`config.mk`:
```
export PLATFORM = sky130hd
export DESIGN_NAME = bw_mul_flat
export DESIGN_NICKNAME = d
export VERILOG_FILES = /design/src/rtl/bw_mul_if.sv /design/src/rtl/bw_mul.sv /design/src/flat_wrapper.sv
export SDC_FILE = /design/constraint.sdc
export NUM_CORES = 1
export LEC_CHECK = 0
export CAP_MARGIN = 20
export CORE_MARGIN = 2
export CORE_UTILIZATION = 35
export DETAILED_ROUTE_END_ITERATION = 10
export PLACE_DENSITY = 0.53
export SLEW_MARGIN = 40
export SYNTH_ARGS = -nofsm -noshare
export SYNTH_HDL_FRONTEND = slang
export SYNTH_SLANG_ARGS = --single-unit
```
`constraint.sdc`:
```
create_clock -name CLK -period 3.4 [get_ports CLK]
set_input_delay 0.51 -clock CLK [delete_from_list [all_inputs] [get_ports CLK]]
set_output_delay 0.51 -clock CLK [all_outputs]
set_load 0.03 [all_outputs]
```
`src/rtl/bw_mul_if.sv`:
```
// Operand/result bundle for the Baugh-Wooley multiplier.
// The master drives the operands and in_valid; the slave returns the registered results.
interface bw_mul_if #(
    parameter int LENGTH = 16
);
    logic                  in_valid;
    logic [LENGTH-1:0]     a;
    logic [LENGTH-1:0]     b;
    logic [LENGTH-1:0]     p;
    logic [2*LENGTH-1:0]   p_full;
    logic                  ovf;
    logic                  out_valid;

    modport master (
        output in_valid, a, b,
        input  p, p_full, ovf, out_valid
    );

    modport slave (
        input  in_valid, a, b,
        output p, p_full, ovf, out_valid
    );
endinterface

```
`src/rtl/bw_mul.sv`:
```
// Signed fixed-point multiplier: Baugh-Wooley array, rescale by FRAC, saturate to LENGTH bits.
// Latency 1 cycle; one operation per cycle.
// No backpressure: results register whenever in_valid is high and hold otherwise.
module bw_mul #(
    parameter int LENGTH = 16,
    parameter int FRAC   = 8
) (
    input  logic     CLK,
    input  logic     RST,
    bw_mul_if.slave  bus
);
    localparam int W = 2 * LENGTH;
    // Baugh-Wooley correction terms at bit LENGTH and bit 2*LENGTH-1
    localparam logic [W-1:0] BW_CONST = (W'(1) << LENGTH) | (W'(1) << (W - 1));

    logic [W-1:0]        row;
    logic [W-1:0]        cs_s;
    logic [W-1:0]        cs_c;
    logic [W-1:0]        cs_t;
    logic [W-1:0]        prod;
    logic signed [W-1:0] s;
    logic [W-LENGTH:0]   hi;
    logic                sat;
    logic [LENGTH-1:0]   p_nxt;

    // Each partial-product row is folded into a carry-save pair; one carry-propagate add at the end.
    always_comb begin
        cs_s = BW_CONST;
        cs_c = '0;
        cs_t = '0;
        row  = '0;
        for (int j = 0; j < LENGTH; j++) begin
            row = '0;
            for (int i = 0; i < LENGTH; i++) begin
                row[i+j] = (bus.a[i] & bus.b[j]) ^ ((i == LENGTH - 1) != (j == LENGTH - 1));
            end
            cs_t = cs_s ^ cs_c ^ row;
            cs_c = ((cs_s & cs_c) | (cs_s & row) | (cs_c & row)) << 1;
            cs_s = cs_t;
        end
        prod = cs_s + cs_c;
    end

    assign s = $signed(prod) >>> FRAC;

    // s fits in LENGTH bits only when every bit from LENGTH-1 upward matches the sign
    assign hi  = s[W-1:LENGTH-1];
    assign sat = (|hi) & ~(&hi);

    always_comb begin
        p_nxt = s[LENGTH-1:0];
        if (sat) begin
            p_nxt = s[W-1] ? {1'b1, {(LENGTH-1){1'b0}}} : {1'b0, {(LENGTH-1){1'b1}}};
        end
    end

    always_ff @(posedge CLK or posedge RST) begin
        if (RST) begin
            bus.p         <= '0;
            bus.p_full    <= '0;
            bus.ovf       <= 1'b0;
            bus.out_valid <= 1'b0;
        end else begin
            bus.out_valid <= bus.in_valid;
            if (bus.in_valid) begin
                bus.p      <= p_nxt;
                bus.p_full <= prod;
                bus.ovf    <= sat;
            end
        end
    end
endmodule

```
`src/flat_wrapper.sv`:
```
// flat-port wrapper written by rule: the top's interface ports become plain ports
module bw_mul_flat 
#(
    parameter int LENGTH = 16,
    parameter int FRAC   = 8
)
  (CLK, RST, bus_in_valid, bus_a, bus_b, bus_p, bus_p_full, bus_ovf, bus_out_valid);
  bw_mul_if #(.LENGTH(LENGTH)) bus_i ();
  input  logic CLK;
  input  logic RST;
  input wire logic [$bits(bus_i.in_valid)-1:0] bus_in_valid;
  input wire logic [$bits(bus_i.a)-1:0] bus_a;
  input wire logic [$bits(bus_i.b)-1:0] bus_b;
  output wire logic [$bits(bus_i.p)-1:0] bus_p;
  output wire logic [$bits(bus_i.p_full)-1:0] bus_p_full;
  output wire logic [$bits(bus_i.ovf)-1:0] bus_ovf;
  output wire logic [$bits(bus_i.out_valid)-1:0] bus_out_valid;
  assign bus_i.in_valid = bus_in_valid;
  assign bus_i.a = bus_a;
  assign bus_i.b = bus_b;
  assign bus_p = bus_i.p;
  assign bus_p_full = bus_i.p_full;
  assign bus_ovf = bus_i.ovf;
  assign bus_out_valid = bus_i.out_valid;
  bw_mul #(.LENGTH(LENGTH), .FRAC(FRAC)) u_core (.CLK(CLK), .RST(RST), .bus(bus_i));
endmodule
```
==> results.json, run 1 <==
{
  "postRouteAntennaNets": 0,
  "dr.pass1.iters": 5,
  "vias": 6592,
  "multi_input_area_sq_um": 7670,
  "yosys.cell_types.count": 60,
  "r2r_setup_slack_ps": 2630,
  "grtUsageMet1_pct": 20.4,
  "use_met2_pct": 24.0,
  "n_fill_cell": 2434,
  "post-route-worst-setup-slack_ps": -6640,
  "synthCells": 904,
  "cts_hold_buffers": 0,
  "place_congestion": 0.798,
  "clk_path_buf_depth": 2,
  "hold_path_end": "u_core.bus.p[15]",
  "drc": 0,
  "path_clk_slew_ps": 70,
  "track_usage_pct": 14.0,
  "rows": 58,
  "die_area_sq_um": 27100,
  "syn-cell-area_sq_um": 9030,
  "first_global_vias": 6818,
  "cts_buffers": 5,
  "place.detailed.hpwl_microns": 15900,
  "vias_per_cell": 4.74,
  "hold_depth": 1,
  "post_dp_cell_area_sq_um": 11100,
  "drv_slew": 0,
  "crit_arrival_ps": 10170,
  "outcome": "finished, violations left",
  "io_buffers": 84,
  "slew_headroom_pct": 56.2,
  "grt.busiest_layer": "met2",
  "worstSkewPairLatency_ps": 290,
  "avgSynthCellArea_sq_um": 9.99,
  "r2r_cells": 1,
  "yosys_warnings": 0,
  "cts_sinks": 50,
  "met3_usage_pct": 0.879,
  "place_inst": 1369,
  "core_area_sq_um": 25300,
  "hold_start": "u_core.bus.p[15]",
  "final_common_cell": "nand2_1",
  "setup_viol": 43,
  "antenna_found_initial": 0,
  "postLayoutCellArea_sq_um": 11900,
  "r2r_start": "u_core.bus.p_full[1]",
  "ys_async_sr_fraction_pct": 100,
  "cts_root_buf": "clkbuf_16",
  "min_period_over_period_pct": 295,
  "synth_edf_count": 0,
  "place_ws_ps": -7410,
  "hold_violations": 0,
  "wl_per_cell_microns": 13.3,
  "criticalPathCategory": "input port to flip-flop",
  "drt-total-wl_microns": 18600,
  "first_iter_violations": 267,
  "hp-class": "flip-flop to flip-flop",
  "cap_violations": 0,
  "layout-drive-gt1-share_pct": 29.2,
  "worst_ep_required_time_ps": 3540,
  "fp.dieW_microns": 165,
  "grt_setup_unrepaired": "true",
  "finalSetupTns_ps": -226640,
  "grt_max_degree": 55,
  "max_stage_delay_ps": 550,
  "antennaDiodeCount": 0,
  "max_freq_mhz": 99.6,
  "path_max_fanout": 8,
  "tightest_slew_ps": 650,
  "initial_core_util_pct": 35.8,
  "skew_ps": 0,
  "worst_setup_path_end_kind": "flip-flop",
  "register_area_sq_um": 1250,
  "grt_pass1_wl_microns": 31900,
  "seq_area_frac_synth_pct": 13.9,
  "reg2reg_to": "u_core.bus.p_full[1]",
  "layout.nets": 1350,
  "synth_flop_cell": "dfrtp_1",
  "ios": 85,
  "cp_common_cell": "fa_1",
  "startpoint_type": "input port",
  "period_needed_ps": 10040,
  "final_cell_mix": "nand2_1, fa_1, inv_1, buf_4, fa_2",
  "grt_overflow_total": 0,
  "stdcell_count": 1391,
  "cp_slowest_cell": "fa_2",
  "syn_to_final_growth_pct": 31.5,
  "die_h_microns": 165,
  "cts_tree": "yes",
  "synth_seq_cells": 50,
  "htree_levels": 2,
  "failed_checks": "negative setup slack",
  "syn-num-nets": 1194
}
==> stage by stage <==
stage | utilization (%) | hold slack [ps]
2_1_floorplan | - | 541
3_3_place_gp | 43.8 | 465
3_5_place_dp | 43.8 | 471
4_1_cts | 46.6 | 486
5_1_grt | 47.0 | 499
6_report | 47.0 | 478
==> flip-flops by register name, summed over array words and instances, names as in the netlist <==
name and flops:
u_core.bus.out_valid 1, u_core.bus.ovf 1, u_core.bus.p 16, u_core.bus.p_full 32
==> cell families after synthesis <==
| family | share of synthesized area (%) |
|---|---|
| AOI/OAI and AO/OA | 8.77 |
| and+or+nand+nor | 15.7 |
| muxes | 0.707 |
| xor gates and xnor gates | 0.762 |
| buffers and inverters | 7.36 |
| DFF | 13.9 |
| adders and majority gates | 52.9 |
==> layer usage <==
metal,vias to the layer above,routed length (microns)
met2,83,8910
met1,3374,9100
li1,3131,-
met3,4,483
met4,0,59
met5,-,0
==> synth_stat cells, types with 5 or more instances <==
cell      count  area share (%)
o311ai_1      5            0.48
clkbuf_1     48             2.0
nor2_1        9            0.37
a21oi_1      15            0.83
buf_6         6            0.75
nand3_1       7            0.39
nand2_1     250              10
and2_1       38             2.6
dfrtp_1      50              14
fa_1        211              47
o21ai_0      26             1.4
a21o_1        8            0.67
ha_1         44             6.1
o221ai_2      9             1.5
inv_1       103             4.3
==> worst max-delay path, delay by kind of cell <==
kind / cells / cell delay (ps)
AO/OA/AOI/OAI: 5 / 1140
adder cells (fa/ha/maj): 17 / 7480
buffers and inverters: 6 / 630
multiplexers: 1 / 200
AND/OR/NAND/NOR: 2 / 210
==> what timing repair did <==
item	4_1_cts	5_1_grt
gates resized for setup	183	42
pin swaps	41	22
endpoints found under the setup margin	44	44
setup buffers	14	1
cloned	2	0
==> worst max-delay path by stage <==
| stage | startpoint | end |
|---|---|---|
| after floorplan | bus_b[1] | u_core.bus.p[0] |
| after global placement | bus_b[1] | u_core.bus.p[10] |
| after detailed placement | bus_b[1] | u_core.bus.p[4] |
| after CTS | bus_a[13] | u_core.bus.p[0] |
| after global routing | bus_a[14] | u_core.bus.p[14] |
| final | bus_a[14] | u_core.bus.p[4] |
==> final cells by class <==
cell class	count	share of cell area, %
clock inverters	2	0.116
multi-input cells	692	64.6
well taps	330	3.48
repair buffers	208	16.9
inverters	103	3.28
clock buffers	6	1.09
flip-flops and latches	50	10.5
Power of run 1 is not shown: default switching activity piles up to over one toggle a cycle in this logic, so the estimate is an artifact.
==> inputs of run 2 (changes only) <==
--- a/config.mk
+++ b/config.mk
@@ -9,7 +9,8 @@
 export CORE_MARGIN = 2
 export CORE_UTILIZATION = 35
 export DETAILED_ROUTE_END_ITERATION = 10
-export PLACE_DENSITY = 0.53
+export GPL_ROUTABILITY_DRIVEN = 0
+export PLACE_DENSITY = 0.5
 export SLEW_MARGIN = 40
 export SYNTH_ARGS = -nofsm -noshare
 export SYNTH_HDL_FRONTEND = slang
==> run 2 against run 1 <==
Effect of this change:
- the flow still finishes with violations (negative setup slack)
- non-clock buffer count is 7 higher
- first-iteration DRC count is 6.0% lower
- sequential share of layout area is 0.24 points lower
- sequential cell count stayed put
- utilization is 1.1 points higher
- clock skew stayed put
- critical path depth stayed put
- worst hold slack better by 8.6 ps
- worst setup slack worse by 68 ps
==> results.json, run 2 (synthesized netlist as in run 1, its figures left out) <==
{
  "outcome": "finished, violations left",
  "failed_checks": "negative setup slack",
  "cts_buffers": 5,
  "antennaDiodeCount": 0,
  "cp_common_cell": "fa_1",
  "core_area_sq_um": 25300,
  "max_stage_delay_ps": 550,
  "path_max_fanout": 8,
  "first_global_vias": 7120,
  "place.detailed.hpwl_microns": 16300,
  "vias": 6699,
  "grt_setup_unrepaired": "true",
  "wl_per_cell_microns": 13.8,
  "fp.dieW_microns": 165,
  "path_clk_slew_ps": 70,
  "io_buffers": 84,
  "max_freq_mhz": 99.0,
  "drv_slew": 0,
  "die_area_sq_um": 27100,
  "largest_registers": "u_core.bus.p_full x32, u_core.bus.p x16",
  "initial_core_util_pct": 35.8,
  "grt_pass1_wl_microns": 33600,
  "final_cell_mix": "nand2_1, fa_1, buf_4, inv_1, fa_2",
  "antenna_found_initial": 0,
  "worst_setup_path_end_kind": "flip-flop",
  "cts_tree": "yes",
  "layout.nets": 1357,
  "final_common_cell": "nand2_1",
  "drc": 0,
  "post-route-worst-setup-slack_ps": -6700,
  "hp-class": "flip-flop to flip-flop",
  "dr.pass1.iters": 4,
  "cts_sinks": 50,
  "min_period_over_period_pct": 297,
  "worstSkewPairLatency_ps": 300,
  "tightest_slew_ps": 687,
  "layout-drive-gt1-share_pct": 31.7,
  "slew_headroom_pct": 54.2,
  "startpoint_type": "input port",
  "track_usage_pct": 15.0,
  "worst_ep_required_time_ps": 3560,
  "largest_register": "u_core.bus.p_full",
  "rows": 58,
  "first_iter_violations": 251,
  "cts_hold_buffers": 0,
  "grt_max_degree": 55,
  "ios": 85,
  "setup_viol": 43,
  "cap_violations": 0,
  "die_h_microns": 165,
  "clk_path_buf_depth": 2,
  "grt_overflow_total": 0,
  "finalSetupTns_ps": -226580,
  "period_needed_ps": 10100,
  "largest_reg_flops": 32,
  "syn_to_final_growth_pct": 34.5,
  "drt-total-wl_microns": 19300,
  "cp_slowest_cell": "fa_2",
  "skew_ps": 0,
  "hold_violations": 0,
  "crit_arrival_ps": 10260,
  "cts_root_buf": "clkbuf_16",
  "criticalPathCategory": "input port to flip-flop",
  "vias_per_cell": 4.79,
  "postRouteAntennaNets": 0,
  "htree_levels": 2
}
[run 2: cell count changes in the layout (fill, tap and decap cells not counted), moves of 3 or more]
cell     delta
buf_12      +6
buf_4       +6
and2_1      -5
and2_4      +5
ha_1        -4
nand2_2     +4
buf_8       -3
ha_4        +3
nand2_1     -3
[run 2: cell type report]
type | instances | area [sq um]
inverters | 103 | 389
clock buffers | 5 | 125
well taps | 330 | 413
fillers | 2447 | 13100
multi-input cells | 692 | 7810
clock inverters | 3 | 47.5
flip-flops and latches | 50 | 1250
repair buffers | 215 | 2110
[run 2: routing by layer]
layer	share of wire [%]	GRT usage [%]	wire, microns	vias up
li1	-	-	-	3143
met2	50	25.7	9670	74
met4	0.66	2.25	127	0
met1	47	21.6	9030	3475
met5	0	0	0	-
met3	2.3	0.979	452	7
[run 2: final timing paths]
check                                     startpoint                     to  slack (ps)  depth (start not counted)
worst max register to register  u_core.bus.p_full[1]   u_core.bus.p_full[1]        2630                          1
worst min register to register      u_core.bus.p[15]       u_core.bus.p[15]         490                          1
worst max-delay path                       bus_a[14]        u_core.bus.p[2]       -6700                         31
min in group asynchronous                        RST  u_core.bus.p_full[20]         650                          2
max in group asynchronous                        RST   u_core.bus.p_full[3]        2340                          2
worst min-delay path                u_core.bus.p[15]       u_core.bus.p[15]         490                          1
[run 2: per-stage QoR]
stage | util, % | setup WS [ps] | cell area, sq um | cells | hold WS, ps
floorplan | - | -6460 | 9150 | 904 | 541
global placement | 43.9 | -7270 | 11100 | 1370 | 466
detailed placement | 43.9 | -7410 | 11100 | 1370 | 472
CTS | 47.1 | -6670 | 11900 | 1394 | 489
global route | 48.1 | -6960 | 12200 | 1398 | 505
finish | 48.1 | -6700 | 12200 | 1398 | 487
[run 2: what timing repair did]
| action | 4_1_cts | 5_1_grt |
|---|---|---|
| endpoints found under the setup margin | 44 | 44 |
| gates resized for setup | 199 | 47 |
| buffers inserted | 14 | 5 |
| gates cloned | 2 | 0 |
| pin swaps | 32 | 29 |
| endpoints found under the hold margin | 0 | 0 |
[run 2: critical path: cells and delay by family]
| family | cells | cell delay, ps |
|---|---|---|
| adders and majority gates | 17 | 7410 |
| AOI/OAI and AO/OA | 5 | 1130 |
| muxes | 1 | 270 |
| and+or+nand+nor | 2 | 260 |
| buffers and inverters | 6 | 660 |
Power of run 2 is left out for the same reason.
==> inputs of run 3 (changes only) <==
--- a/config.mk
+++ b/config.mk
@@ -7,10 +7,10 @@
 export LEC_CHECK = 0
 export CAP_MARGIN = 20
 export CORE_MARGIN = 2
-export CORE_UTILIZATION = 35
+export CORE_UTILIZATION = 50
 export DETAILED_ROUTE_END_ITERATION = 10
 export GPL_ROUTABILITY_DRIVEN = 0
-export PLACE_DENSITY = 0.5
+export PLACE_DENSITY = 0.68
 export SLEW_MARGIN = 40
 export SYNTH_ARGS = -nofsm -noshare
 export SYNTH_HDL_FRONTEND = slang
==> run 3 against run 2 <==
Effect of this change:
- critical path depth shrank 1
- register-to-register slack lost 50 ps
- fmax shrank 0.40%
- highest routed layer unchanged
- sequential cell count is the same
- via count grew 0.73%
- die area shrank 29%
- the flow still finishes with violations (negative setup slack)
- global-route usage grew 5.0 points
- largest cell class unchanged
==> results.json, run 3 (synthesized netlist as in run 1, its figures left out) <==
{
  "largest_registers": "u_core.bus.p_full x32, u_core.bus.p x16",
  "ios": 85,
  "finalSetupTns_ps": -229560,
  "worst_setup_path_end_kind": "flip-flop",
  "cts_root_buf": "clkbuf_16",
  "antenna_found_initial": 0,
  "track_usage_pct": 20.1,
  "cts_sinks": 50,
  "cap_violations": 0,
  "first_global_vias": 7172,
  "clk_path_buf_depth": 2,
  "max_stage_delay_ps": 550,
  "syn_to_final_growth_pct": 28.2,
  "min_period_over_period_pct": 298,
  "grt_pass1_wl_microns": 32700,
  "hp-class": "flip-flop to flip-flop",
  "max_freq_mhz": 98.6,
  "die_h_microns": 138,
  "drc": 0,
  "wl_per_cell_microns": 14.4,
  "core_area_sq_um": 17800,
  "period_needed_ps": 10140,
  "initial_core_util_pct": 50.6,
  "rows": 49,
  "grt_overflow_total": 0,
  "cp_slowest_cell": "fa_2",
  "largest_register": "u_core.bus.p_full",
  "path_clk_slew_ps": 70,
  "skew_ps": 0,
  "die_area_sq_um": 19200,
  "worstSkewPairLatency_ps": 290,
  "failed_checks": "negative setup slack",
  "tightest_slew_ps": 733,
  "outcome": "finished, violations left",
  "layout.nets": 1346,
  "drv_slew": 0,
  "setup_viol": 43,
  "crit_arrival_ps": 10290,
  "cts_tree": "yes",
  "fp.dieW_microns": 138,
  "final_cell_mix": "nand2_1, fa_1, buf_4, inv_1, fa_2",
  "post-route-worst-setup-slack_ps": -6740,
  "io_buffers": 84,
  "dr.pass1.iters": 4,
  "htree_levels": 2,
  "largest_reg_flops": 32,
  "grt_max_degree": 55,
  "holdWs_ps": 486,
  "first_iter_violations": 181,
  "vias": 6748,
  "hold_violations": 0,
  "antennaDiodeCount": 0,
  "vias_per_cell": 5.25,
  "worst_ep_required_time_ps": 3540,
  "postRouteAntennaNets": 0,
  "place.detailed.hpwl_microns": 15100,
  "final_common_cell": "nand2_1",
  "grt_setup_unrepaired": "true",
  "path_max_fanout": 8,
  "startpoint_type": "input port",
  "criticalPathCategory": "input port to flip-flop",
  "slew_headroom_pct": 51.2,
  "cp_common_cell": "fa_2",
  "drt-total-wl_microns": 18500,
  "cts_buffers": 5,
  "layout-drive-gt1-share_pct": 28.0
}
[run 3: routing by layer]
layer | track usage [%] | up-vias | part of all wire [%]
li1 | - | 3126 | -
met1 | 27.3 | 3496 | 44
met2 | 35.6 | 112 | 52
met3 | 1.97 | 14 | 3.1
met4 | 3.65 | 0 | 1.1
met5 | 0 | - | 0
[run 3: final cells by class]
| cell class | count | area, sq um |
|---|---|---|
| Clock buffer | 5 | 125 |
| Clock inverter | 3 | 26.3 |
| Fill cell | 1465 | 6260 |
| Inverter | 103 | 389 |
| Multi-Input combinational cell | 692 | 7630 |
| Sequential cell | 50 | 1250 |
| Tap cell | 229 | 287 |
| Timing Repair Buffer | 204 | 1880 |
[run 3: stage by stage]
| stage | cells | setup WS, ps | util (%) | cell area [sq um] |
|---|---|---|---|---|
| 6_report | 1286 | -6740 | 64.9 | 11600 |
| 5_1_grt | 1286 | -6960 | 64.9 | 11600 |
| 4_1_cts | 1282 | -6680 | 64.4 | 11500 |
| 3_5_place_dp | 1257 | -7250 | 60.5 | 10800 |
| 3_3_place_gp | 1257 | -7130 | 60.5 | 10800 |
| 2_1_floorplan | 904 | -6460 | - | 9150 |
[run 3: what timing repair did]
| item | CTS | global route |
|---|---|---|
| hold buffers | 0 | 0 |
| buffers inserted | 17 | 7 |
| gates resized for setup | 178 | 22 |
| gates cloned | 1 | 0 |
| pin swaps | 34 | 19 |
| setup endpoints to repair | 44 | 44 |
[run 3: path summary, 6_finish.rpt]
check,from,endpoint,slack [ps],depth (start not counted)
hold reg to reg,u_core.bus.p_full[4],u_core.bus.p_full[4],490,2
min in group asynchronous,RST,u_core.bus.p[15],650,2
max in group asynchronous,RST,u_core.bus.p_full[2],2340,2
setup / recovery,bus_b[1],u_core.bus.p[10],-6740,30
setup reg to reg,u_core.bus.p[10],u_core.bus.p[10],2580,2
hold / removal,u_core.bus.p_full[4],u_core.bus.p_full[4],490,2
[run 3: worst max-delay path: cells and delay by family]
| family | cells | cell delay, ps |
|---|---|---|
| AO/OA/AOI/OAI | 5 | 1140 |
| adder cells (fa/ha/maj) | 17 | 7440 |
| buffers and inverters | 5 | 570 |
| multiplexers | 1 | 320 |
| AND/OR/NAND/NOR | 2 | 290 |
Power of run 3 is left out for the same reason.
